==> src/rtl/eth_unpack.sv <==
// Receive-side Ethernet frame unpacker: validates type/MAC, strips the 0..HDR_LEN-1
// sequence header and forwards PAYLOAD_LEN bytes through a 2-entry output skid buffer.
module eth_unpack #(
  parameter int          HDR_LEN        = 20,
  parameter int          PAYLOAD_LEN    = 512,
  parameter logic [15:0] ETH_TYPE       = 16'h0800,
  parameter logic [47:0] LOCAL_MAC      = 48'h02_00_00_00_00_00,
  parameter bit          CHECK_DEST_MAC = 1'b1
) (
  input  logic        clk,
  input  logic        rst,
  input  logic        s_eth_hdr_valid,
  output logic        s_eth_hdr_ready,
  input  logic [47:0] s_eth_dest_mac,
  input  logic [47:0] s_eth_src_mac,
  input  logic [15:0] s_eth_type,
  input  logic [7:0]  s_eth_payload_axis_tdata,
  input  logic        s_eth_payload_axis_tvalid,
  output logic        s_eth_payload_axis_tready,
  input  logic        s_eth_payload_axis_tlast,
  input  logic        s_eth_payload_axis_tuser,
  output logic [7:0]  m_fifo_axis_tdata,
  output logic        m_fifo_axis_tvalid,
  input  logic        m_fifo_axis_tready,
  output logic        m_fifo_axis_tlast,
  output logic        m_fifo_axis_tuser,
  output logic [47:0] m_src_mac,
  output logic        busy,
  output logic        error_bad_type,
  output logic        error_bad_header,
  output logic        error_length,
  output logic [15:0] frame_count
);

  typedef enum logic [1:0] {IDLE, READ_HEADER, READ_PAYLOAD, DROP} state_t;

  typedef struct packed {
    logic [7:0] data;
    logic       last;
    logic       user;
  } beat_t;

  state_t      state, state_nxt;
  logic [15:0] hdr_ptr, word_count;
  logic        hdr_rdy, pl_rdy;
  logic        push, pop;
  beat_t       push_beat;
  logic        set_bt, set_bh, set_bl;
  logic        inc_fc, latch_mac, inc_ptr, ld_wc;
  logic        mac_ok;

  beat_t       buf_mem [2];
  logic        rd_ptr, wr_ptr;
  logic [1:0]  cnt, cnt_nxt;
  logic        fifo_rdy_q;

  assign mac_ok = !CHECK_DEST_MAC || (s_eth_dest_mac == LOCAL_MAC) ||
                  (s_eth_dest_mac == 48'hFF_FF_FF_FF_FF_FF);

  // Readies are masked during reset so they read 0 while rst is held.
  assign s_eth_hdr_ready           = hdr_rdy && !rst;
  assign s_eth_payload_axis_tready = pl_rdy && !rst;
  assign busy                      = (state != IDLE);

  always_ff @(posedge clk) begin
    if (rst) state <= IDLE;
    else     state <= state_nxt;
  end

  always_comb begin
    state_nxt = state;
    hdr_rdy   = 1'b0;
    pl_rdy    = 1'b0;
    push      = 1'b0;
    push_beat = '0;
    set_bt    = 1'b0;
    set_bh    = 1'b0;
    set_bl    = 1'b0;
    inc_fc    = 1'b0;
    latch_mac = 1'b0;
    inc_ptr   = 1'b0;
    ld_wc     = 1'b0;
    case (state)
      IDLE: begin
        hdr_rdy = 1'b1;
        if (s_eth_hdr_valid) begin
          if ((s_eth_type == ETH_TYPE) && mac_ok) begin
            latch_mac = 1'b1;
            state_nxt = READ_HEADER;
          end else begin
            set_bt    = 1'b1;
            state_nxt = DROP;
          end
        end
      end
      READ_HEADER: begin
        pl_rdy = 1'b1;
        if (s_eth_payload_axis_tvalid) begin
          if (s_eth_payload_axis_tdata != hdr_ptr[7:0]) begin
            set_bh    = 1'b1;
            state_nxt = s_eth_payload_axis_tlast ? IDLE : DROP;
          end else if (s_eth_payload_axis_tlast) begin
            set_bl    = 1'b1;
            state_nxt = IDLE;
          end else if (hdr_ptr == 16'(HDR_LEN - 1)) begin
            ld_wc     = 1'b1;
            state_nxt = READ_PAYLOAD;
          end else begin
            inc_ptr = 1'b1;
          end
        end
      end
      READ_PAYLOAD: begin
        pl_rdy = fifo_rdy_q;
        if (s_eth_payload_axis_tvalid && fifo_rdy_q) begin
          push           = 1'b1;
          push_beat.data = s_eth_payload_axis_tdata;
          if (word_count == 16'd1) begin
            push_beat.last = 1'b1;
            if (s_eth_payload_axis_tlast) begin
              push_beat.user = s_eth_payload_axis_tuser;
              inc_fc         = !s_eth_payload_axis_tuser;
              state_nxt      = IDLE;
            end else begin
              // Too long: close the block as corrupt and discard the excess.
              push_beat.user = 1'b1;
              set_bl         = 1'b1;
              state_nxt      = DROP;
            end
          end else if (s_eth_payload_axis_tlast) begin
            push_beat.last = 1'b1;
            push_beat.user = 1'b1;
            set_bl         = 1'b1;
            state_nxt      = IDLE;
          end
        end
      end
      DROP: begin
        pl_rdy = 1'b1;
        if (s_eth_payload_axis_tvalid && s_eth_payload_axis_tlast) state_nxt = IDLE;
      end
      default: state_nxt = IDLE;
    endcase
  end

  always_ff @(posedge clk) begin
    if (rst) begin
      hdr_ptr          <= '0;
      word_count       <= '0;
      m_src_mac        <= '0;
      frame_count      <= '0;
      error_bad_type   <= 1'b0;
      error_bad_header <= 1'b0;
      error_length     <= 1'b0;
    end else begin
      error_bad_type   <= set_bt;
      error_bad_header <= set_bh;
      error_length     <= set_bl;
      if (latch_mac) m_src_mac <= s_eth_src_mac;
      if (latch_mac)    hdr_ptr <= '0;
      else if (inc_ptr) hdr_ptr <= hdr_ptr + 16'd1;
      if (ld_wc)     word_count <= 16'(PAYLOAD_LEN);
      else if (push) word_count <= word_count - 16'd1;
      if (inc_fc) frame_count <= frame_count + 16'd1;
    end
  end

  // Output skid buffer: ready is registered from the next occupancy, so one
  // free slot is always guaranteed for a byte accepted under that ready.
  assign m_fifo_axis_tvalid = (cnt != 2'd0);
  assign pop                = m_fifo_axis_tvalid && m_fifo_axis_tready;
  assign cnt_nxt            = 2'(cnt + {1'b0, push} - {1'b0, pop});
  assign m_fifo_axis_tdata  = buf_mem[rd_ptr].data;
  assign m_fifo_axis_tlast  = buf_mem[rd_ptr].last;
  assign m_fifo_axis_tuser  = buf_mem[rd_ptr].user;

  always_ff @(posedge clk) begin
    if (rst) begin
      buf_mem[0] <= '0;
      buf_mem[1] <= '0;
      rd_ptr     <= 1'b0;
      wr_ptr     <= 1'b0;
      cnt        <= 2'd0;
      fifo_rdy_q <= 1'b0;
    end else begin
      if (push) begin
        buf_mem[wr_ptr] <= push_beat;
        wr_ptr          <= ~wr_ptr;
      end
      if (pop) rd_ptr <= ~rd_ptr;
      cnt        <= cnt_nxt;
      fifo_rdy_q <= (cnt_nxt < 2'd2);
    end
  end

endmodule

==> config.mk <==
export PLATFORM = sky130hd
export DESIGN_NAME = eth_unpack
export DESIGN_NICKNAME = d
export VERILOG_FILES = /design/src/rtl/eth_unpack.sv
export SDC_FILE = /design/constraint.sdc
export NUM_CORES = 1
export LEC_CHECK = 0
export BUFFER_PORTS_ARGS = -buffer_cell sky130_fd_sc_hd__buf_2
export CORE_ASPECT_RATIO = 0.7
export CORE_MARGIN = 10
export CORE_UTILIZATION = 46
export CTS_CLUSTER_DIAMETER = 40
export DETAILED_ROUTE_END_ITERATION = 10
export PLACE_DENSITY = 0.76
export SETUP_SLACK_MARGIN = 0.15
export SYNTH_ARGS = -nofsm -noshare
export SYNTH_HDL_FRONTEND = slang
export SYNTH_SLANG_ARGS = --single-unit
==> constraint.sdc <==
create_clock -name clk -period 2.6 [get_ports clk]
set_input_delay 0.78 -clock clk [delete_from_list [all_inputs] [get_ports clk]]
set_output_delay 0.78 -clock clk [all_outputs]
set_load 0.1 [all_outputs]
-- After elaboration in Yosys (flattened, before gate mapping)
Memory sizes are Yosys's and may differ from the RTL's. A register that Yosys moved wholly into a read port is not among the register bits.
Cells that the tools add are included.
- register bits: 106
- bits in writable memories: 20
- output and inout bits: 81
- logic and storage cells: 120
- memories: 1
- $add $sub $neg: 5
- $lt $le $gt $ge: 1
- equal/unequal tests: 15
- muxes and demuxes: 59
- bitwise gates (word level): 6
- reduce and logical (&&, ||, !) cells: 20
- memories (memory ; words ; width ; read ports ; clocked after memory_dff ; write ports ; line ; RTL):
    buf_mem ; 2 ; 10 ; 1 ; 1 ; 2 ; 52 ; beat_t buf_mem [2];
- operator list (cell ; number):
    $mux W10 ; 5
    $eq A48 B42 Y1 const B ; 1
    $eq A48 B48 Y1 const B ; 1
    $mux W1 ; 38
    $add A16 B1 Y16 const B ; 2
    $mux W2 ; 13
    $eq A16 B1 Y1 const B ; 1
    $eq A16 B12 Y1 const B ; 1
    $eq A16 B5 Y1 const B ; 1
    $sub A16 B1 Y16 const B ; 1
    $reduce_or A10 Y1 ; 1
    $ne A2 B2 Y1 const B ; 4
    $ne A8 B8 Y1 ; 1
    $pmux W2 S4 ; 1
    $logic_and A1 B1 Y1 ; 6
    $not A1 Y1 ; 6
    $reduce_and A6 Y1 ; 1
    $reduce_bool A2 Y1 ; 3
    $reduce_or A2 Y1 ; 3
    $reduce_or A3 Y1 ; 2
    $eq A2 B2 Y1 const B ; 2
    $ne A4 B4 Y1 const B ; 1
    $pmux W1 S2 ; 2
    $ne A3 B3 Y1 const B ; 1
    other kinds (7) ; 8

-- Longest topological paths before layout
- depth in word-level cells: 8
- gate-level depth with buffers: 10
- depth with buffers taken out: 10

-- Least setup slack after synthesis
OpenSTA, ideal clock, no wires.
- kind: input port to output port
- start: in rst
- end: out s_eth_payload_axis_tready
- data arrival time: 3733 ps
- required time: 1820 ps
- setup slack: -1913 ps
- stages on the path: 5
- cell sequence: clkbuf_1 -> clkbuf_1 -> clkbuf_1 -> clkbuf_1 -> a211oi_1
- word-level cells in the longest chain between the ends: 2
- ends and longest elaborated chain (element ; line ; RTL):
    start, declared ; 11 ; input logic rst,
    $logic_not A1 Y1 ; 62 ; assign s_eth_payload_axis_tready = pl_rdy && !rst;
    $logic_and A1 B1 Y1 ; 62 ;
    end, declared ; 19 ; output logic s_eth_payload_axis_tready,
Every way passes these cells.

-- Worst setup path in the final report
- start: reg word_count[11]
- end: reg state[0]
- word-level cells in the longest chain between the ends: 4
- elaborated cells on any way between the ends: 6
- those cells by class: eq/ne (2); mux (3); reduce/logical (1)
- ends and longest elaborated chain (element ; line ; RTL):
    start, declared ; 44 ; logic [15:0] hdr_ptr, word_count;
    start signal, assigned ; 162 ; if (ld_wc) word_count <= 16'(PAYLOAD_LEN);
    start signal, assigned ; 163 ; else if (push) word_count <= word_count - 16'd1;
    $eq A16 B1 Y1 (*) ; 118 ; if (word_count == 16'd1) begin
    $mux W2 ; 118 ;
    $mux W2 ; 115 ; if (s_eth_payload_axis_tvalid && fifo_rdy_q) begin
    $pmux W2 S4 ; 83 ; case (state)
    end signal, assigned ; 67 ; else state <= state_nxt;
    end, declared ; 43 ; state_t state, state_nxt;
Every way passes the cells marked *; elsewhere a longest branch is shown, timed or not. The select of a mux whose other input is x is not followed.
A chain may end at the register's enable or synchronous reset.

==> run_summary.xml <==
<?xml version="1.0" encoding="UTF-8"?>
<metrics>
  <group name="detailed_routing">
    <metric name="routed-via-count" unit="">5745</metric>
    <metric name="routed-wl-met3" unit="µm">1370</metric>
    <metric name="drt-initial-drc-count" unit="">371</metric>
    <metric name="met2_length" unit="µm">8350</metric>
    <metric name="detail_route.vias_per_cell" unit="">5.15</metric>
    <metric name="wirelength" unit="µm">18000</metric>
    <metric name="antenna_left" unit="">0</metric>
    <metric name="drtPass1Iterations" unit="">5</metric>
    <metric name="avgRoutedWirePerCell" unit="µm">16.1</metric>
    <metric name="highest-signal-layer" unit="">met4</metric>
    <metric name="met1_length" unit="µm">8190</metric>
    <metric name="drc" unit="">0</metric>
  </group>
  <group name="yosys">
    <metric name="number_of_warnings_issued_by_yosys" unit="">0</metric>
    <metric name="synth_largest_area_cell" unit="">dfxtp_1</metric>
    <metric name="post-synth-top-area-fraction" unit="%">33.7</metric>
    <metric name="postSynthNetCount" unit="">820</metric>
    <metric name="synthCells" unit="">679</metric>
    <metric name="seq_area_frac_synth" unit="%">43.1</metric>
    <metric name="netlist_area" unit="µm²">6360</metric>
    <metric name="synth_edf_count" unit="">20</metric>
    <metric name="synthTopCellsByArea" unit="">dfxtp_1 34%, nand2b_1 9.5%, edfxtp_1 9.4%</metric>
    <metric name="synthArstFlopShare" unit="%">0</metric>
    <metric name="synth_area_per_cell" unit="µm²">9.37</metric>
    <metric name="synth.ff_latch_count" unit="">127</metric>
    <metric name="post_synth_num_cell_types" unit="">49</metric>
    <metric name="synthFlopType" unit="">dfxtp_1</metric>
  </group>
  <group name="cells_and_area">
    <metric name="most-common-layout-cells" unit="">203 x buf_2, 103 x dfxtp_1, 97 x nand2b_1</metric>
    <metric name="post_route_cells_drive_above_1_share" unit="%">36.5</metric>
    <metric name="mostFrequentLayoutCell" unit="">buf_2</metric>
    <metric name="nets" unit="">1059</metric>
    <metric name="area_growth_syn_to_layout" unit="%">37.5</metric>
    <metric name="antennaDiodeCount" unit="">0</metric>
  </group>
  <group name="timing">
    <metric name="clock.fmax" unit="MHz">377</metric>
    <metric name="finalCritPeriodShare" unit="%">102</metric>
    <metric name="grt_setup_unrepaired" unit="">yes</metric>
    <metric name="report.final.setup_viol" unit="">3</metric>
    <metric name="final-max-slew-violation-count" unit="">0</metric>
    <metric name="finalSetupTns" unit="ns">-0.142</metric>
    <metric name="finalClockSkew" unit="ns">0.00896</metric>
    <metric name="setup_ws" unit="ns">-0.0560</metric>
    <metric name="timing.slew.headroom" unit="%">59.0</metric>
    <metric name="final.min_clock_period" unit="ns">2.66</metric>
    <metric name="tightest_slew" unit="ns">0.615</metric>
    <metric name="report.final.hold_viol_count" unit="">0</metric>
  </group>
  <group name="worst_hold_path">
    <metric name="min_from" unit="">m_src_mac[37]</metric>
    <metric name="hold_class" unit="">register to register</metric>
  </group>
  <group name="job">
    <metric name="maxCapViolations" unit="">0</metric>
  </group>
  <group name="clock_tree">
    <metric name="cts_max_level" unit="">4</metric>
    <metric name="ctsRootBufferMaster" unit="">clkbuf_16</metric>
    <metric name="cts_tree" unit="">built</metric>
    <metric name="cts_buffers" unit="">17</metric>
    <metric name="clk_pin_slew_worst_paths" unit="ns">0.05</metric>
    <metric name="clock_latency" unit="ns">0.40</metric>
    <metric name="buffer_levels_on_the_longest_clock_path" unit="">2</metric>
    <metric name="cts_sinks" unit="">127</metric>
  </group>
  <group name="floorplanning">
    <metric name="boundary_pins" unit="">208</metric>
    <metric name="floorplan.die.width" unit="µm">161</metric>
    <metric name="die-area" unit="µm²">19000</metric>
    <metric name="row_count" unit="">35</metric>
    <metric name="dieHeight" unit="µm">118</metric>
    <metric name="design.core.area" unit="µm²">13400</metric>
    <metric name="floorplan.initialDensity" unit="%">47.6</metric>
  </group>
  <group name="critical_path">
    <metric name="path_class" unit="">register to register</metric>
    <metric name="setup.worst_path.end_class" unit="">register</metric>
    <metric name="crit_required" unit="ns">2.91</metric>
    <metric name="critical_path.startpoint" unit="">word_count[11]</metric>
    <metric name="r2r_start" unit="">word_count[11]</metric>
    <metric name="worst-endpoint-arrival" unit="ns">2.97</metric>
    <metric name="crit_fanout" unit="">3</metric>
    <metric name="worst_setup_path_start_kind" unit="">register</metric>
  </group>
  <group name="power">
    <metric name="total_power" unit="mW">6.11</metric>
    <metric name="ir_drop" unit="mV">0.744</metric>
    <metric name="power.static_leakage" unit="nW">3.52</metric>
    <metric name="power.density_cell_area" unit="nW/µm²">699</metric>
  </group>
  <group name="global_route">
    <metric name="globalRoute.totalOverflow" unit="">0</metric>
    <metric name="grt_antenna_before_repair" unit="">0</metric>
    <metric name="grt_start_max_net_pins" unit="">95</metric>
    <metric name="global_route_wire_length_before_repair" unit="µm">28500</metric>
    <metric name="grt_total_usage" unit="%">17.8</metric>
    <metric name="first_global_vias" unit="">5735</metric>
  </group>
  <group name="placed_design">
    <metric name="place.detailed.hpwl" unit="µm">13300</metric>
    <metric name="place_ws" unit="ns">-0.161</metric>
    <metric name="finalWeightedCongestion" unit="">0.877</metric>
    <metric name="place.port_buffers" unit="">207</metric>
  </group>
  <group name="run_status">
    <metric name="violations" unit="">negative setup slack</metric>
    <metric name="outcome" unit="">complete, but fails checks</metric>
  </group>
</metrics>
## Yosys cell counts (2+ instances only)
cell,instances
o21ai_0,10
inv_1,22
nor2b_1,6
ha_1,14
mux2i_1,50
dfxtp_1,107
nand4b_1,2
o31ai_1,3
a21oi_1,15
mux2_2,10
and4_1,5
nor3b_1,2
edfxtp_1,20
nor2_1,38
or3_1,16
a211o_1,2
nand4_1,29
or4_4,4
a21o_1,4
nor3_1,22
or4_1,4
xnor2_1,32
nor4b_1,3
buf_6,2
nand2_1,24
o21ai_1,4
nand2b_1,97
nor4_1,31
and3_1,3
or2_2,3
a211oi_1,10
and2_1,19
clkbuf_1,29
buf_2,3
nand3_1,16
xor2_1,5
## worst paths after layout
check	cells after the start	slack, ns	to
max	8	-0.06	state[0]
min	2	0.47	m_src_mac[37]
max reg2reg	8	-0.06	state[0]
min reg2reg	2	0.47	m_src_mac[37]
## cells by family (layout without fill, tap and decap cells)
kind of cell	after synthesis	after routing	share of synthesized area (%)
simple gates	326	328	29.8
flops	127	127	43.1
mux	61	61	9.82
compound gates	57	57	5.78
buf+inv	57	307	3.66
xor+xnor	37	37	5.09
fa+ha+maj	14	14	2.75
## worst max-delay path: stages, from the launching register on
cell      delay (ns)
dfxtp_2         0.32
or4_4           0.52
or4_4           0.44
or3_4           0.43
ha_4            0.18
o21ai_4         0.13
o221ai_2        0.12
a21o_1          0.21
a221oi_2        0.22
## timing repair
item	CTS	global route
setup endpoints to repair	29	20
hold buffers	0	0
buffers inserted	4	2
pin swaps	10	9
gates resized for setup	16	19
cloned	2	0
## through the flow
stage          hold slack [ns]  std cells  util (%)  cell area, µm²
3_3_place_gp             0.455       1076      59.8            7990
6_report                 0.467       1116      65.5            8740
2_1_floorplan            0.456        679         -            6530
5_1_grt                  0.481       1116      65.5            8740
4_1_cts                  0.470       1114      64.7            8640
3_5_place_dp             0.459       1076      59.8            7990
## area by class of cell
cell class | count | area, µm²
multi-input cells | 497 | 3630
clock buffers | 22 | 454
fillers | 1092 | 4610
clock inverters | 10 | 90.1
flip-flops and latches | 127 | 2750
repair buffers | 253 | 1510
well taps | 185 | 231
inverters | 22 | 82.6
## registers in the layout, summed over array words and instances, names as in the netlist, named ones only
register / count
buf_mem: 20
state: 2
fifo_rdy_q: 1
error_bad_type: 1
error_bad_header: 1
error_length: 1
hdr_ptr: 16
frame_count: 16
rd_ptr: 1
cnt: 2
word_count: 16
m_src_mac: 48
wr_ptr: 1
## power breakdown
group / switching, mW / total (mW) / internal (mW) / leakage [nW]
logic: 1.11 / 1.72 / 0.610 / 2.19
clock network: 0.851 / 2.19 / 1.34 / 0.260
registers: 0.102 / 2.21 / 2.11 / 1.07
total: 2.06 / 6.11 / 4.05 / 3.52
## layer usage
layer  vias to the layer above  track usage [%]
met5                         -                0
met4                         0             4.52
met3                         9             5.93
met2                       184             28.4
met1                      2666             22.7
li1                       2886                -
(Power assumes the default switching activity.)
